<file path="src/rtl/extio_bus_arbiter_if.sv">
// ExtIO arbiter bus bundle.
// Groups the requester-side handshake (req/addr/we/wdata/be in, gnt/rvalid/rdata/err out)
// and the peripheral-side handshake (p_req/p_addr/p_we/p_wdata/p_be out,
// p_gnt/p_rvalid/p_rdata/p_err in) of extio_bus_arbiter.
//   slave  : the arbiter's view
//   master : the environment's view (requesters plus peripherals)
// Widths must match the parameters of the extio_bus_arbiter instance it connects to.
interface extio_bus_arbiter_if #(
  parameter int unsigned NumReq    = 2,
  parameter int unsigned AddrWidth = 64,
  parameter int unsigned DataWidth = 64
);
  localparam int unsigned NumPeri = 4;
  localparam int unsigned BeWidth = DataWidth / 8;

  // Requester side
  logic [NumReq-1:0]                req_i;
  logic [NumReq-1:0][AddrWidth-1:0] addr_i;
  logic [NumReq-1:0]                we_i;
  logic [NumReq-1:0][DataWidth-1:0] wdata_i;
  logic [NumReq-1:0][BeWidth-1:0]   be_i;
  logic [NumReq-1:0]                gnt_o;
  logic [NumReq-1:0]                rvalid_o;
  logic [DataWidth-1:0]             rdata_o;
  logic                             err_o;

  // Peripheral side (0 GPIO, 1 Ethernet, 2 SPI, 3 UART)
  logic [NumPeri-1:0]                p_req_o;
  logic [AddrWidth-1:0]              p_addr_o;
  logic                              p_we_o;
  logic [DataWidth-1:0]              p_wdata_o;
  logic [BeWidth-1:0]                p_be_o;
  logic [NumPeri-1:0]                p_gnt_i;
  logic [NumPeri-1:0]                p_rvalid_i;
  logic [NumPeri-1:0][DataWidth-1:0] p_rdata_i;
  logic [NumPeri-1:0]                p_err_i;

  modport slave (
    input  req_i, addr_i, we_i, wdata_i, be_i,
    output gnt_o, rvalid_o, rdata_o, err_o,
    output p_req_o, p_addr_o, p_we_o, p_wdata_o, p_be_o,
    input  p_gnt_i, p_rvalid_i, p_rdata_i, p_err_i
  );

  modport master (
    output req_i, addr_i, we_i, wdata_i, be_i,
    input  gnt_o, rvalid_o, rdata_o, err_o,
    input  p_req_o, p_addr_o, p_we_o, p_wdata_o, p_be_o,
    output p_gnt_i, p_rvalid_i, p_rdata_i, p_err_i
  );
endinterface

</file>
<file path="src/rtl/extio_bus_arbiter.sv">
// ExtIO register-bus arbiter.
// Shares the ExtIO window between two requesters (core data port, debug module) with
// round-robin arbitration and a single outstanding transaction, and routes each
// transaction to GPIO / Ethernet / SPI / UART by address. Decode misses and peripheral
// timeouts are answered internally with err=1, rdata=0.
// Ports:
//   clk_i  : clock
//   rst_ni : asynchronous active-low reset
//   bus    : extio_bus_arbiter_if.slave, requester and peripheral handshakes
module extio_bus_arbiter #(
  parameter int unsigned NumReq        = 2,  // fixed at 2 in this revision
  parameter int unsigned AddrWidth     = 64,
  parameter int unsigned DataWidth     = 64,
  parameter int unsigned TimeoutCycles = 1024  // must be >= 2
) (
  input logic                clk_i,
  input logic                rst_ni,
  extio_bus_arbiter_if.slave bus
);

  localparam int unsigned NumPeri  = 4;
  localparam int unsigned BeWidth  = DataWidth / 8;
  localparam int unsigned PageLsb  = 16;
  localparam int unsigned TagWidth = AddrWidth - PageLsb;
  // Counter only needs to reach TimeoutCycles-1.
  localparam int unsigned CntWidth = (TimeoutCycles > 2) ? $clog2(TimeoutCycles) : 1;
  localparam logic [CntWidth-1:0] CntMax = CntWidth'(TimeoutCycles - 1);

  // 64 KiB page tags of the peripheral register windows (addr[63:16]).
  localparam logic [TagWidth-1:0] GpioTag = TagWidth'(32'h0000_4400);
  localparam logic [TagWidth-1:0] EthTag  = TagWidth'(32'h0000_4300);
  localparam logic [TagWidth-1:0] SpiTag  = TagWidth'(32'h0000_4200);
  localparam logic [TagWidth-1:0] UartTag = TagWidth'(32'h0000_4100);

  localparam logic [1:0] StIdle  = 2'd0;
  localparam logic [1:0] StIssue = 2'd1;
  localparam logic [1:0] StWait  = 2'd2;
  localparam logic [1:0] StResp  = 2'd3;

  logic [1:0]           state_q, state_d;
  logic                 rr_q, rr_d;
  logic                 owner_q, owner_d;
  logic [1:0]           sel_q, sel_d;
  logic [AddrWidth-1:0] addr_q, addr_d;
  logic                 we_q, we_d;
  logic [DataWidth-1:0] wdata_q, wdata_d;
  logic [BeWidth-1:0]   be_q, be_d;
  logic [CntWidth-1:0]  cnt_q, cnt_d;
  logic [DataWidth-1:0] rdata_q, rdata_d;
  logic                 err_q, err_d;

  logic                 any_req;
  logic                 winner;
  logic [NumReq-1:0]    gnt;
  logic [2:0]           dec;  // {hit, peripheral index}
  logic                 timeout;

  // Returns {hit, index}; index is 0 GPIO, 1 Ethernet, 2 SPI, 3 UART.
  function automatic logic [2:0] decode_page(input logic [AddrWidth-1:0] addr);
    logic [TagWidth-1:0] tag;
    tag = addr[AddrWidth-1:PageLsb];
    if (tag == GpioTag) begin
      decode_page = {1'b1, 2'd0};
    end else if (tag == EthTag) begin
      decode_page = {1'b1, 2'd1};
    end else if (tag == SpiTag) begin
      decode_page = {1'b1, 2'd2};
    end else if (tag == UartTag) begin
      decode_page = {1'b1, 2'd3};
    end else begin
      decode_page = 3'b000;
    end
  endfunction

  // Round-robin: rr names the preferred requester when both request.
  always_comb begin
    any_req = |bus.req_i;
    if (bus.req_i[0] && bus.req_i[1]) begin
      winner = rr_q;
    end else begin
      winner = bus.req_i[1];
    end
    dec = decode_page(bus.addr_i[winner]);
  end

  assign timeout = (cnt_q == CntMax);

  always_comb begin
    state_d = state_q;
    rr_d    = rr_q;
    owner_d = owner_q;
    sel_d   = sel_q;
    addr_d  = addr_q;
    we_d    = we_q;
    wdata_d = wdata_q;
    be_d    = be_q;
    cnt_d   = cnt_q;
    rdata_d = rdata_q;
    err_d   = err_q;
    gnt     = '0;

    unique case (state_q)
      StIdle: begin
        if (any_req) begin
          gnt[winner] = 1'b1;
          rr_d        = ~winner;
          owner_d     = winner;
          addr_d      = bus.addr_i[winner];
          we_d        = bus.we_i[winner];
          wdata_d     = bus.wdata_i[winner];
          be_d        = bus.be_i[winner];
          sel_d       = dec[1:0];
          cnt_d       = '0;
          if (dec[2]) begin
            state_d = StIssue;
          end else begin
            // Decode miss is answered directly without touching a peripheral.
            rdata_d = '0;
            err_d   = 1'b1;
            state_d = StResp;
          end
        end
      end

      StIssue: begin
        // A grant landing on the last counted cycle is not a completion, so the
        // abort still takes it.
        if (timeout) begin
          rdata_d = '0;
          err_d   = 1'b1;
          state_d = StResp;
        end else begin
          cnt_d = cnt_q + CntWidth'(1);
          if (bus.p_gnt_i[sel_q]) begin
            state_d = StWait;
          end
        end
      end

      StWait: begin
        // Completion wins over timeout in the same cycle.
        if (bus.p_rvalid_i[sel_q]) begin
          rdata_d = bus.p_rdata_i[sel_q];
          err_d   = bus.p_err_i[sel_q];
          state_d = StResp;
        end else if (timeout) begin
          rdata_d = '0;
          err_d   = 1'b1;
          state_d = StResp;
        end else begin
          cnt_d = cnt_q + CntWidth'(1);
        end
      end

      StResp: begin
        state_d = StIdle;
      end

      default: begin
        state_d = StIdle;
      end
    endcase
  end

  always_ff @(posedge clk_i or negedge rst_ni) begin
    if (!rst_ni) begin
      state_q <= StIdle;
      rr_q    <= 1'b0;
      owner_q <= 1'b0;
      sel_q   <= 2'd0;
      addr_q  <= '0;
      we_q    <= 1'b0;
      wdata_q <= '0;
      be_q    <= '0;
      cnt_q   <= '0;
      rdata_q <= '0;
      err_q   <= 1'b0;
    end else begin
      state_q <= state_d;
      rr_q    <= rr_d;
      owner_q <= owner_d;
      sel_q   <= sel_d;
      addr_q  <= addr_d;
      we_q    <= we_d;
      wdata_q <= wdata_d;
      be_q    <= be_d;
      cnt_q   <= cnt_d;
      rdata_q <= rdata_d;
      err_q   <= err_d;
    end
  end

  always_comb begin
    bus.gnt_o     = gnt;
    bus.rvalid_o  = '0;
    bus.p_req_o   = '0;
    if (state_q == StResp) begin
      bus.rvalid_o[owner_q] = 1'b1;
    end
    if (state_q == StIssue) begin
      bus.p_req_o[sel_q] = 1'b1;
    end
    // rdata/err hold their last value outside RESP.
    bus.rdata_o   = rdata_q;
    bus.err_o     = err_q;
    bus.p_addr_o  = addr_q;
    bus.p_we_o    = we_q;
    bus.p_wdata_o = wdata_q;
    bus.p_be_o    = be_q;
  end

endmodule
</file>
<file path="src/flat_wrapper.sv">
// flat-port wrapper written by rule: the top's interface ports become plain ports
module extio_bus_arbiter_flat 
#(
  parameter int unsigned NumReq        = 2,                                
  parameter int unsigned AddrWidth     = 64,
  parameter int unsigned DataWidth     = 64,
  parameter int unsigned TimeoutCycles = 1024                 
)
  (clk_i, rst_ni, bus_req_i, bus_addr_i, bus_we_i, bus_wdata_i, bus_be_i, bus_gnt_o, bus_rvalid_o, bus_rdata_o, bus_err_o, bus_p_req_o, bus_p_addr_o, bus_p_we_o, bus_p_wdata_o, bus_p_be_o, bus_p_gnt_i, bus_p_rvalid_i, bus_p_rdata_i, bus_p_err_i);
  extio_bus_arbiter_if #(.NumReq(NumReq), .AddrWidth(AddrWidth), .DataWidth(DataWidth)) bus_i ();
  input logic clk_i;
  input logic rst_ni;
  input wire logic [$bits(bus_i.req_i)-1:0] bus_req_i;
  input wire logic [$bits(bus_i.addr_i)-1:0] bus_addr_i;
  input wire logic [$bits(bus_i.we_i)-1:0] bus_we_i;
  input wire logic [$bits(bus_i.wdata_i)-1:0] bus_wdata_i;
  input wire logic [$bits(bus_i.be_i)-1:0] bus_be_i;
  output wire logic [$bits(bus_i.gnt_o)-1:0] bus_gnt_o;
  output wire logic [$bits(bus_i.rvalid_o)-1:0] bus_rvalid_o;
  output wire logic [$bits(bus_i.rdata_o)-1:0] bus_rdata_o;
  output wire logic [$bits(bus_i.err_o)-1:0] bus_err_o;
  output wire logic [$bits(bus_i.p_req_o)-1:0] bus_p_req_o;
  output wire logic [$bits(bus_i.p_addr_o)-1:0] bus_p_addr_o;
  output wire logic [$bits(bus_i.p_we_o)-1:0] bus_p_we_o;
  output wire logic [$bits(bus_i.p_wdata_o)-1:0] bus_p_wdata_o;
  output wire logic [$bits(bus_i.p_be_o)-1:0] bus_p_be_o;
  input wire logic [$bits(bus_i.p_gnt_i)-1:0] bus_p_gnt_i;
  input wire logic [$bits(bus_i.p_rvalid_i)-1:0] bus_p_rvalid_i;
  input wire logic [$bits(bus_i.p_rdata_i)-1:0] bus_p_rdata_i;
  input wire logic [$bits(bus_i.p_err_i)-1:0] bus_p_err_i;
  assign bus_i.req_i = bus_req_i;
  assign bus_i.addr_i = bus_addr_i;
  assign bus_i.we_i = bus_we_i;
  assign bus_i.wdata_i = bus_wdata_i;
  assign bus_i.be_i = bus_be_i;
  assign bus_gnt_o = bus_i.gnt_o;
  assign bus_rvalid_o = bus_i.rvalid_o;
  assign bus_rdata_o = bus_i.rdata_o;
  assign bus_err_o = bus_i.err_o;
  assign bus_p_req_o = bus_i.p_req_o;
  assign bus_p_addr_o = bus_i.p_addr_o;
  assign bus_p_we_o = bus_i.p_we_o;
  assign bus_p_wdata_o = bus_i.p_wdata_o;
  assign bus_p_be_o = bus_i.p_be_o;
  assign bus_i.p_gnt_i = bus_p_gnt_i;
  assign bus_i.p_rvalid_i = bus_p_rvalid_i;
  assign bus_i.p_rdata_i = bus_p_rdata_i;
  assign bus_i.p_err_i = bus_p_err_i;
  extio_bus_arbiter #(.NumReq(NumReq), .AddrWidth(AddrWidth), .DataWidth(DataWidth), .TimeoutCycles(TimeoutCycles)) u_core (.clk_i(clk_i), .rst_ni(rst_ni), .bus(bus_i));
endmodule
</file>
<file path="config.mk">
export PLATFORM = sky130hd
export DESIGN_NAME = extio_bus_arbiter_flat
export DESIGN_NICKNAME = d
export VERILOG_FILES = /design/src/rtl/extio_bus_arbiter_if.sv /design/src/rtl/extio_bus_arbiter.sv /design/src/flat_wrapper.sv
export SDC_FILE = /design/constraint.sdc
export NUM_CORES = 1
export LEC_CHECK = 0
export CAP_MARGIN = 20
export CORE_AREA = 2 2 298 300
export CTS_BUF_LIST = sky130_fd_sc_hd__clkbuf_2 sky130_fd_sc_hd__clkbuf_4 sky130_fd_sc_hd__clkbuf_8
export DETAILED_ROUTE_END_ITERATION = 6
export DIE_AREA = 0 0 300 302
export SLEW_MARGIN = 10
export SYNTH_ARGS = -nofsm -noshare
export SYNTH_HDL_FRONTEND = slang
export SYNTH_SLANG_ARGS = --single-unit
export TNS_END_PERCENT = 10
</file>
<file path="constraint.sdc">
create_clock -name clk_i -period 2.6 [get_ports clk_i]
set_clock_uncertainty 0.05 [all_clocks]
set_input_delay 0.52 -clock clk_i [delete_from_list [all_inputs] [get_ports clk_i]]
set_output_delay 0.52 -clock clk_i [all_outputs]
set_load 0.05 [all_outputs]
</file>
==> impl_metrics.py, run 1 <==
metrics = {
    "detailed_routing": {
        "ant_nets": 0,
        "drc": 0,
        "routedWlPerCell_um": 22.1,
        "drt_first_pass_iters": 4,
        "via_count": 11558,
        "drt_wl_total_mm": 66.2,
        "vias_per_cell": 3.87,
        "drtIter0Drc": 680,
    },
    "clock_network": {
        "cts_root_buf": "clkbuf_8",
        "cts.sinks": 218,
        "insertion_delay_ns": 0.65,
        "cts_tree": "yes",
        "cts_buffers": 44,
        "clock_path_buffers": 3,
        "clk_pin_slew_ns": 0.06,
        "htreeDepth": 2,
    },
    "timing": {
        "worst_slew_pin_slew_ns": 0.661,
        "min_period_ns": 2.55,
        "maxSlewHeadroom_pct": 55.8,
        "setup_ws_ns": 0.0512,
        "hold_viol": 0,
        "fmax_mhz": 392,
        "setup_viol": 0,
        "timing.hold.ws_ns": 0.241,
        "slew_viol_final": 0,
        "rsz0062_at_grt": "true",
        "post-route-period-util_pct": 98.0,
    },
    "layout": {
        "drive_gt1_share_pct": 15.8,
        "final_util_pct": 25.1,
        "fin_area_mm2": 0.0220,
        "syn2layout_area_growth_pct": 99.0,
        "nNetsFinal": 2335,
        "num-fill-cells": 9404,
        "instances_no_fill": 2990,
    },
    "logic_synthesis": {
        "synth_cells": 970,
        "synthesis.nets": 1522,
        "synth_top_family_by_area": "multiplexers",
        "synth-seq-cells": 218,
        "synth-warning-count": 0,
        "synth_compound_area_share_pct": 14.4,
        "ys_async_sr_fraction_pct": 100,
        "synthesis.area_mm2": 0.0110,
        "synth_cell_types": 44,
        "synth_edf_count": 0,
        "synthAdderAreaFrac_pct": 0.680,
        "seq_area_frac_synth_pct": 49.4,
        "yosys.area_share.simple_pct": 11.3,
        "synth.area.mux_share_pct": 20.0,
        "avgSynthCellArea_um2": 11.4,
        "synth_flop_cell": "dfrtp_1",
        "synth-xor-area-share_pct": 0.951,
    },
    "hold_path": {
        "min_path_type": "primary input to flip-flop",
    },
    "critical_path": {
        "startpoint_type": "primary input",
        "critPathKind": "primary input to flip-flop",
        "cp_max_fo": 8,
        "endpoint_kind": "flip-flop",
        "cp.arrival_ns": 3.05,
        "r2r_slack_ns": 0.19,
        "crit_path_top_delay_cell": "or4_1",
        "slowest_delay_ns": 0.52,
        "path_cells": "clkdlybuf4s50_1 > or4_1 > a211o_1 > nor4_4 > o211ai_4 > buf_6 > nand3_4 > clkbuf_16 > a22o_1",
        "required_ns": 3.10,
    },
    "die": {
        "ioPinCount": 756,
        "coreArea_mm2": 0.0876,
        "initial_core_util_pct": 12.6,
        "fp.dieArea_mm2": 0.0906,
        "rows": 109,
        "die_w_um": 300,
        "die_h_um": 302,
    },
    "flow_run": {
        "maxCapViolCount": 0,
    },
    "outcome": {
        "outcome": "finished clean",
    },
    "placement": {
        "dp_cells": 2895,
        "place_area_mm2": 0.0206,
        "port_buffers": 755,
        "gp_congestion": 0.831,
        "place_ws_ns": -0.851,
        "dp_hpwl_mm": 53.5,
    },
    "global_routing": {
        "grt_pass1_wl_mm": 88.9,
        "grt.total_usage_pct": 13.9,
        "grt_antenna_before_repair": 36,
        "grt_max_degree": 71,
        "grt_pass1_vias": 11764,
        "grt_overflow": 0,
    },
    "power_and_ir_drop": {
        "power.density_mw_per_mm2": 1060,
        "ir_worst_vdd_mv": 0.766,
        "p_leak_nw": 9.05,
    },
}
[cells by family after synthesis]
logic type	count (synthesis)
AND/OR/NAND/NOR	290
AO/OA/AOI/OAI	227
flip-flops	218
multiplexers	137
buffers and inverters	80
XOR/XNOR	12
adder cells (fa/ha/maj)	6
[power breakdown]
part,switching (mW),leakage [nW],internal [mW],total [mW]
combinational,8.46,5.70,4.98,13.4
sequential,0.858,2.80,4.78,5.64
clock,1.81,0.554,2.53,4.33
[cells in the mapped netlist (all sizes together), types with 2 or more instances]
library cell | n | area, um2
o31ai | 2 | 15.0
nand3 | 3 | 20.0
a22o | 65 | 569
nand2 | 219 | 822
nand4 | 9 | 56.3
and4 | 4 | 37.5
dfrtp | 218 | 5460
nor4 | 20 | 131
buf | 25 | 158
mux2i | 69 | 691
a22oi | 69 | 518
nor3b | 2 | 15.0
a211o | 2 | 17.5
nor4b | 2 | 17.5
ha | 6 | 75.1
a21oi | 7 | 35.0
xor2 | 9 | 78.8
and3 | 3 | 18.8
and2 | 2 | 12.5
nor2 | 19 | 71.3
o21ai | 74 | 370
xnor2 | 3 | 26.3
a21o | 2 | 15.0
clkbuf | 51 | 191
o211ai | 3 | 27.5
nor3 | 2 | 10.0
inv | 4 | 15.0
mux4 | 67 | 1510
[worst max-delay path: cells and delay by family]
family / cells / cell delay (ns)
buffers and inverters: 3 / 0.81
AO/OA/AOI/OAI: 3 / 0.57
AND/OR/NAND/NOR: 3 / 1.13
[placed cells by master (no fill, tap or decap), types with 3 or more instances in the layout]
master / instances
mux2i_1: 69
buf_6: 3
mux4_2: 67
nor2_1: 17
clkbuf_8: 57
dlymetal6s2s_1: 3
bufinv_16: 4
nor4_1: 16
buf_12: 24
clkinv_2: 7
clkbuf_4: 9
and4_1: 3
a22o_1: 65
and3_1: 3
a21oi_1: 6
dfrtp_1: 216
nand4_1: 9
xnor2_1: 3
diode_2: 6
xor2_1: 9
a22oi_1: 69
clkdlybuf4s50_1: 727
nand2_1: 218
buf_4: 79
o21ai_0: 73
ha_1: 3
[routing by layer]
metal	GRT usage [%]	vias up	routed length, um
li1	-	5256	-
met1	16.3	5568	25900
met2	24.2	621	32900
met3	4.16	103	5480
met4	4.31	10	1780
met5	0	-	66
[stage by stage]
step / total power [mW] / setup TNS (ns)
6_report: 23.4 / 0
5_1_grt: 24.7 / -0.0170
4_1_cts: 23.6 / 0
3_5_place_dp: 18.9 / -65.79
3_3_place_gp: 18.9 / -60.48
2_1_floorplan: 13.1 / -0.146
[cell type report]
cell class,instances,area (um2),area share [%]
multi-input cells,672,5390,24.5
inverters,4,15.0,0.0683
diodes,6,15.0,0.0683
repair buffers,843,8580,39.0
clock buffers,66,852,3.88
flip-flops and latches,218,5460,24.8
well taps,1165,1460,6.63
clock inverters,16,211,0.962
[state kept, by name, indices dropped and copies added, names as in the netlist]
name                  flops
u_core.bus.p_addr_o      64
u_core.bus.p_wdata_o     64
u_core.bus.rdata_o       64
u_core.cnt_q             10
u_core.bus.p_be_o         8
u_core.sel_q              2
u_core.state_q            2
u_core.bus.err_o          1
u_core.bus.p_we_o         1
u_core.owner_q            1
u_core.rr_q               1
[what timing repair did]
action                                  CTS  global route
hold buffers                              1             0
buffers inserted                          6             0
endpoints found under the setup margin   68            68
gates cloned                              1             2
pin swaps                                 4             6
endpoints found under the hold margin    38             0
gates resized for setup                  16            13
[path summary, 6_finish.rpt]
check                                        startpoint                 endpoint  cells past startpoint
worst max-delay path                     bus_addr_i[36]    u_core.bus.rdata_o[9]                      9
worst min-delay path                    bus_addr_i[109]  u_core.bus.p_addr_o[45]                      3
worst max register to register          u_core.sel_q[0]          u_core.cnt_q[3]                      6
worst min register to register  u_core.bus.p_addr_o[35]  u_core.bus.p_addr_o[35]                      2
max in group asynchronous                        rst_ni  u_core.bus.p_wdata_o[8]                      3
min in group asynchronous                        rst_ni  u_core.bus.p_addr_o[47]                      2
Note: power is estimated with default switching activity, not from simulation.
==> run 2, diff against run 1 <==
--- a/config.mk
+++ b/config.mk
@@ -8,6 +8,7 @@
 export CAP_MARGIN = 20
 export CORE_AREA = 2 2 298 300
 export CTS_BUF_LIST = sky130_fd_sc_hd__clkbuf_2 sky130_fd_sc_hd__clkbuf_4 sky130_fd_sc_hd__clkbuf_8
+export CTS_CLUSTER_DIAMETER = 80
 export DETAILED_ROUTE_END_ITERATION = 6
 export DIE_AREA = 0 0 300 302
 export SLEW_MARGIN = 10
==> impl_metrics.py, run 2 (synthesized netlist as in run 1, its figures left out) <==
metrics = {
    "outcome": {
        "outcome": "finished clean",
    },
    "layout": {
        "mostFrequentLayoutCells": "clkdlybuf4s50_1, nand2_1, dfrtp_1",
        "num-fill-cells": 9395,
        "drive_gt1_share_pct": 16.1,
        "multi_input_area_mm2": 0.00539,
        "nNetsFinal": 2339,
        "final-seq-area_mm2": 0.00546,
        "fin_area_mm2": 0.0220,
        "layout_commonest_cell": "clkdlybuf4s50_1",
        "syn2layout_area_growth_pct": 99.0,
    },
    "power_and_ir_drop": {
        "power.density_mw_per_mm2": 1060,
        "p_leak_nw": 9.08,
        "ir_worst_vdd_mv": 0.782,
    },
    "clock_network": {
        "cts_root_buf": "clkbuf_8",
        "insertion_delay_ns": 0.65,
        "clock_path_buffers": 3,
        "clk_pin_slew_ns": 0.06,
        "cts_buffers": 46,
        "cts.sinks": 218,
        "cts_tree": "yes",
        "htreeDepth": 2,
    },
    "global_routing": {
        "grt_pass1_vias": 11829,
        "grt.total_usage_pct": 13.9,
        "grt_overflow": 0,
        "grt_max_degree": 71,
        "grt_pass1_wl_mm": 89.1,
        "grt_antenna_before_repair": 36,
    },
    "timing": {
        "worst_slew_pin_slew_ns": 0.653,
        "slew_viol_final": 0,
        "maxSlewHeadroom_pct": 56.3,
        "setup_ws_ns": 0.101,
        "post-route-period-util_pct": 96.1,
        "fmax_mhz": 400,
        "min_period_ns": 2.50,
        "rsz0062_at_grt": "true",
        "hold_viol": 0,
        "setup_viol": 0,
        "timing.hold.ws_ns": 0.242,
    },
    "critical_path": {
        "required_ns": 2.03,
        "slowest_delay_ns": 0.91,
        "cp_max_fo": 2,
        "timing.rr.start": "u_core.sel_q[0]",
        "worst-r2r-cell-count": 6,
        "endpoint_kind": "primary output",
        "startpoint_type": "flip-flop",
        "crit_buf_inv": 1,
        "critPathKind": "flip-flop to primary output",
        "timing.rr.end": "u_core.cnt_q[3]",
        "cp.arrival_ns": 1.93,
        "r2r_slack_ns": 0.21,
        "path_delay_family": "buffers and inverters",
        "crit_path_top_delay_cell": "clkdlybuf4s50_1",
        "path_cells": "clkdlybuf4s50_1",
    },
    "hold_path": {
        "hold_path_startpoint": "bus_addr_i[111]",
        "min_path_type": "primary input to flip-flop",
        "hold_depth": 3,
        "holdPathEnd": "u_core.bus.p_addr_o[47]",
    },
    "die": {
        "coreArea_mm2": 0.0876,
        "die_h_um": 302,
        "ioPinCount": 756,
        "rows": 109,
        "die_w_um": 300,
        "fp.dieArea_mm2": 0.0906,
        "initial_core_util_pct": 12.6,
    },
    "detailed_routing": {
        "ant_nets": 0,
        "routedWlPerCell_um": 22.0,
        "drt_wl_total_mm": 65.9,
        "via_count": 11518,
        "drtIter0Drc": 688,
        "vias_per_cell": 3.84,
        "drc": 0,
        "drt_first_pass_iters": 4,
    },
    "placement": {
        "place_area_mm2": 0.0206,
        "dp_hpwl_mm": 53.5,
        "gp_congestion": 0.831,
        "port_buffers": 755,
        "place_ws_ns": -0.851,
    },
    "flow_run": {
        "maxCapViolCount": 0,
    },
}
## run 2: cell count changes in the layout (fill, tap and decap cells not counted), sizes merged
| cell | change |
|---|---|
| dlygate4sd2 | +5 |
| clkdlybuf4s50 | -4 |
| buf | +3 |
| clkbuf | +3 |
| inv | +2 |
| bufinv | -1 |
| clkinvlp | -1 |
| dlymetal6s2s | -1 |
## run 2: stage by stage
step | TNS, ns | cells | utilization [%] | total power [mW]
finish | 0 | 2996 | 25.1 | 23.3
detailed placement | -65.79 | 2895 | 23.6 | 18.9
global placement | -60.48 | 2895 | 23.6 | 18.9
CTS | -0.0104 | 2988 | 25.0 | 23.6
floorplan | -0.146 | 970 | - | 13.1
global route | -0.0824 | 2996 | 25.1 | 24.6
## run 2: layout make-up
class / count / area share (%)
clock inverters: 16 / 0.871
repair buffers: 845 / 39.0
clock buffers: 70 / 4.01
well taps: 1165 / 6.63
diodes: 6 / 0.0683
inverters: 4 / 0.0683
multi-input cells: 672 / 24.5
flip-flops and latches: 218 / 24.8
## run 2: worst max-delay path by stage
stage / depth (start not counted) / slack (ns) / end / startpoint
after floorplan: 4 / -0.09 / bus_p_req_o[0] / u_core.sel_q[1]
after global placement: 10 / -0.82 / u_core.bus.rdata_o[40] / bus_addr_i[110]
after detailed placement: 10 / -0.85 / u_core.bus.rdata_o[50] / bus_addr_i[110]
after CTS: 4 / -0.009 / bus_p_req_o[2] / u_core.sel_q[1]
after global routing: 7 / -0.03 / bus_gnt_o[0] / u_core.state_q[1]
final: 1 / 0.10 / bus_rdata_o[50] / u_core.bus.rdata_o[50]
## run 2: timing repair
item	CTS	global route
hold buffers	1	0
setup endpoints to repair	73	68
resized for setup	20	12
endpoints found under the hold margin	38	0
setup buffers	7	1
pin swaps	4	6
gates cloned	1	1
## run 2: power by group
group | internal [mW] | total, mW | switching (mW)
clock network | 2.51 | 4.32 | 1.81
registers | 4.78 | 5.64 | 0.855
logic | 4.94 | 13.4 | 8.43
total | 12.2 | 23.3 | 11.1
## run 2: layer usage
layer	GRT usage (%)	share of wire [%]
met4	4.45	2.8
met5	0	0.10
met1	16.2	39
met2	24.3	50
met3	4.30	8.2
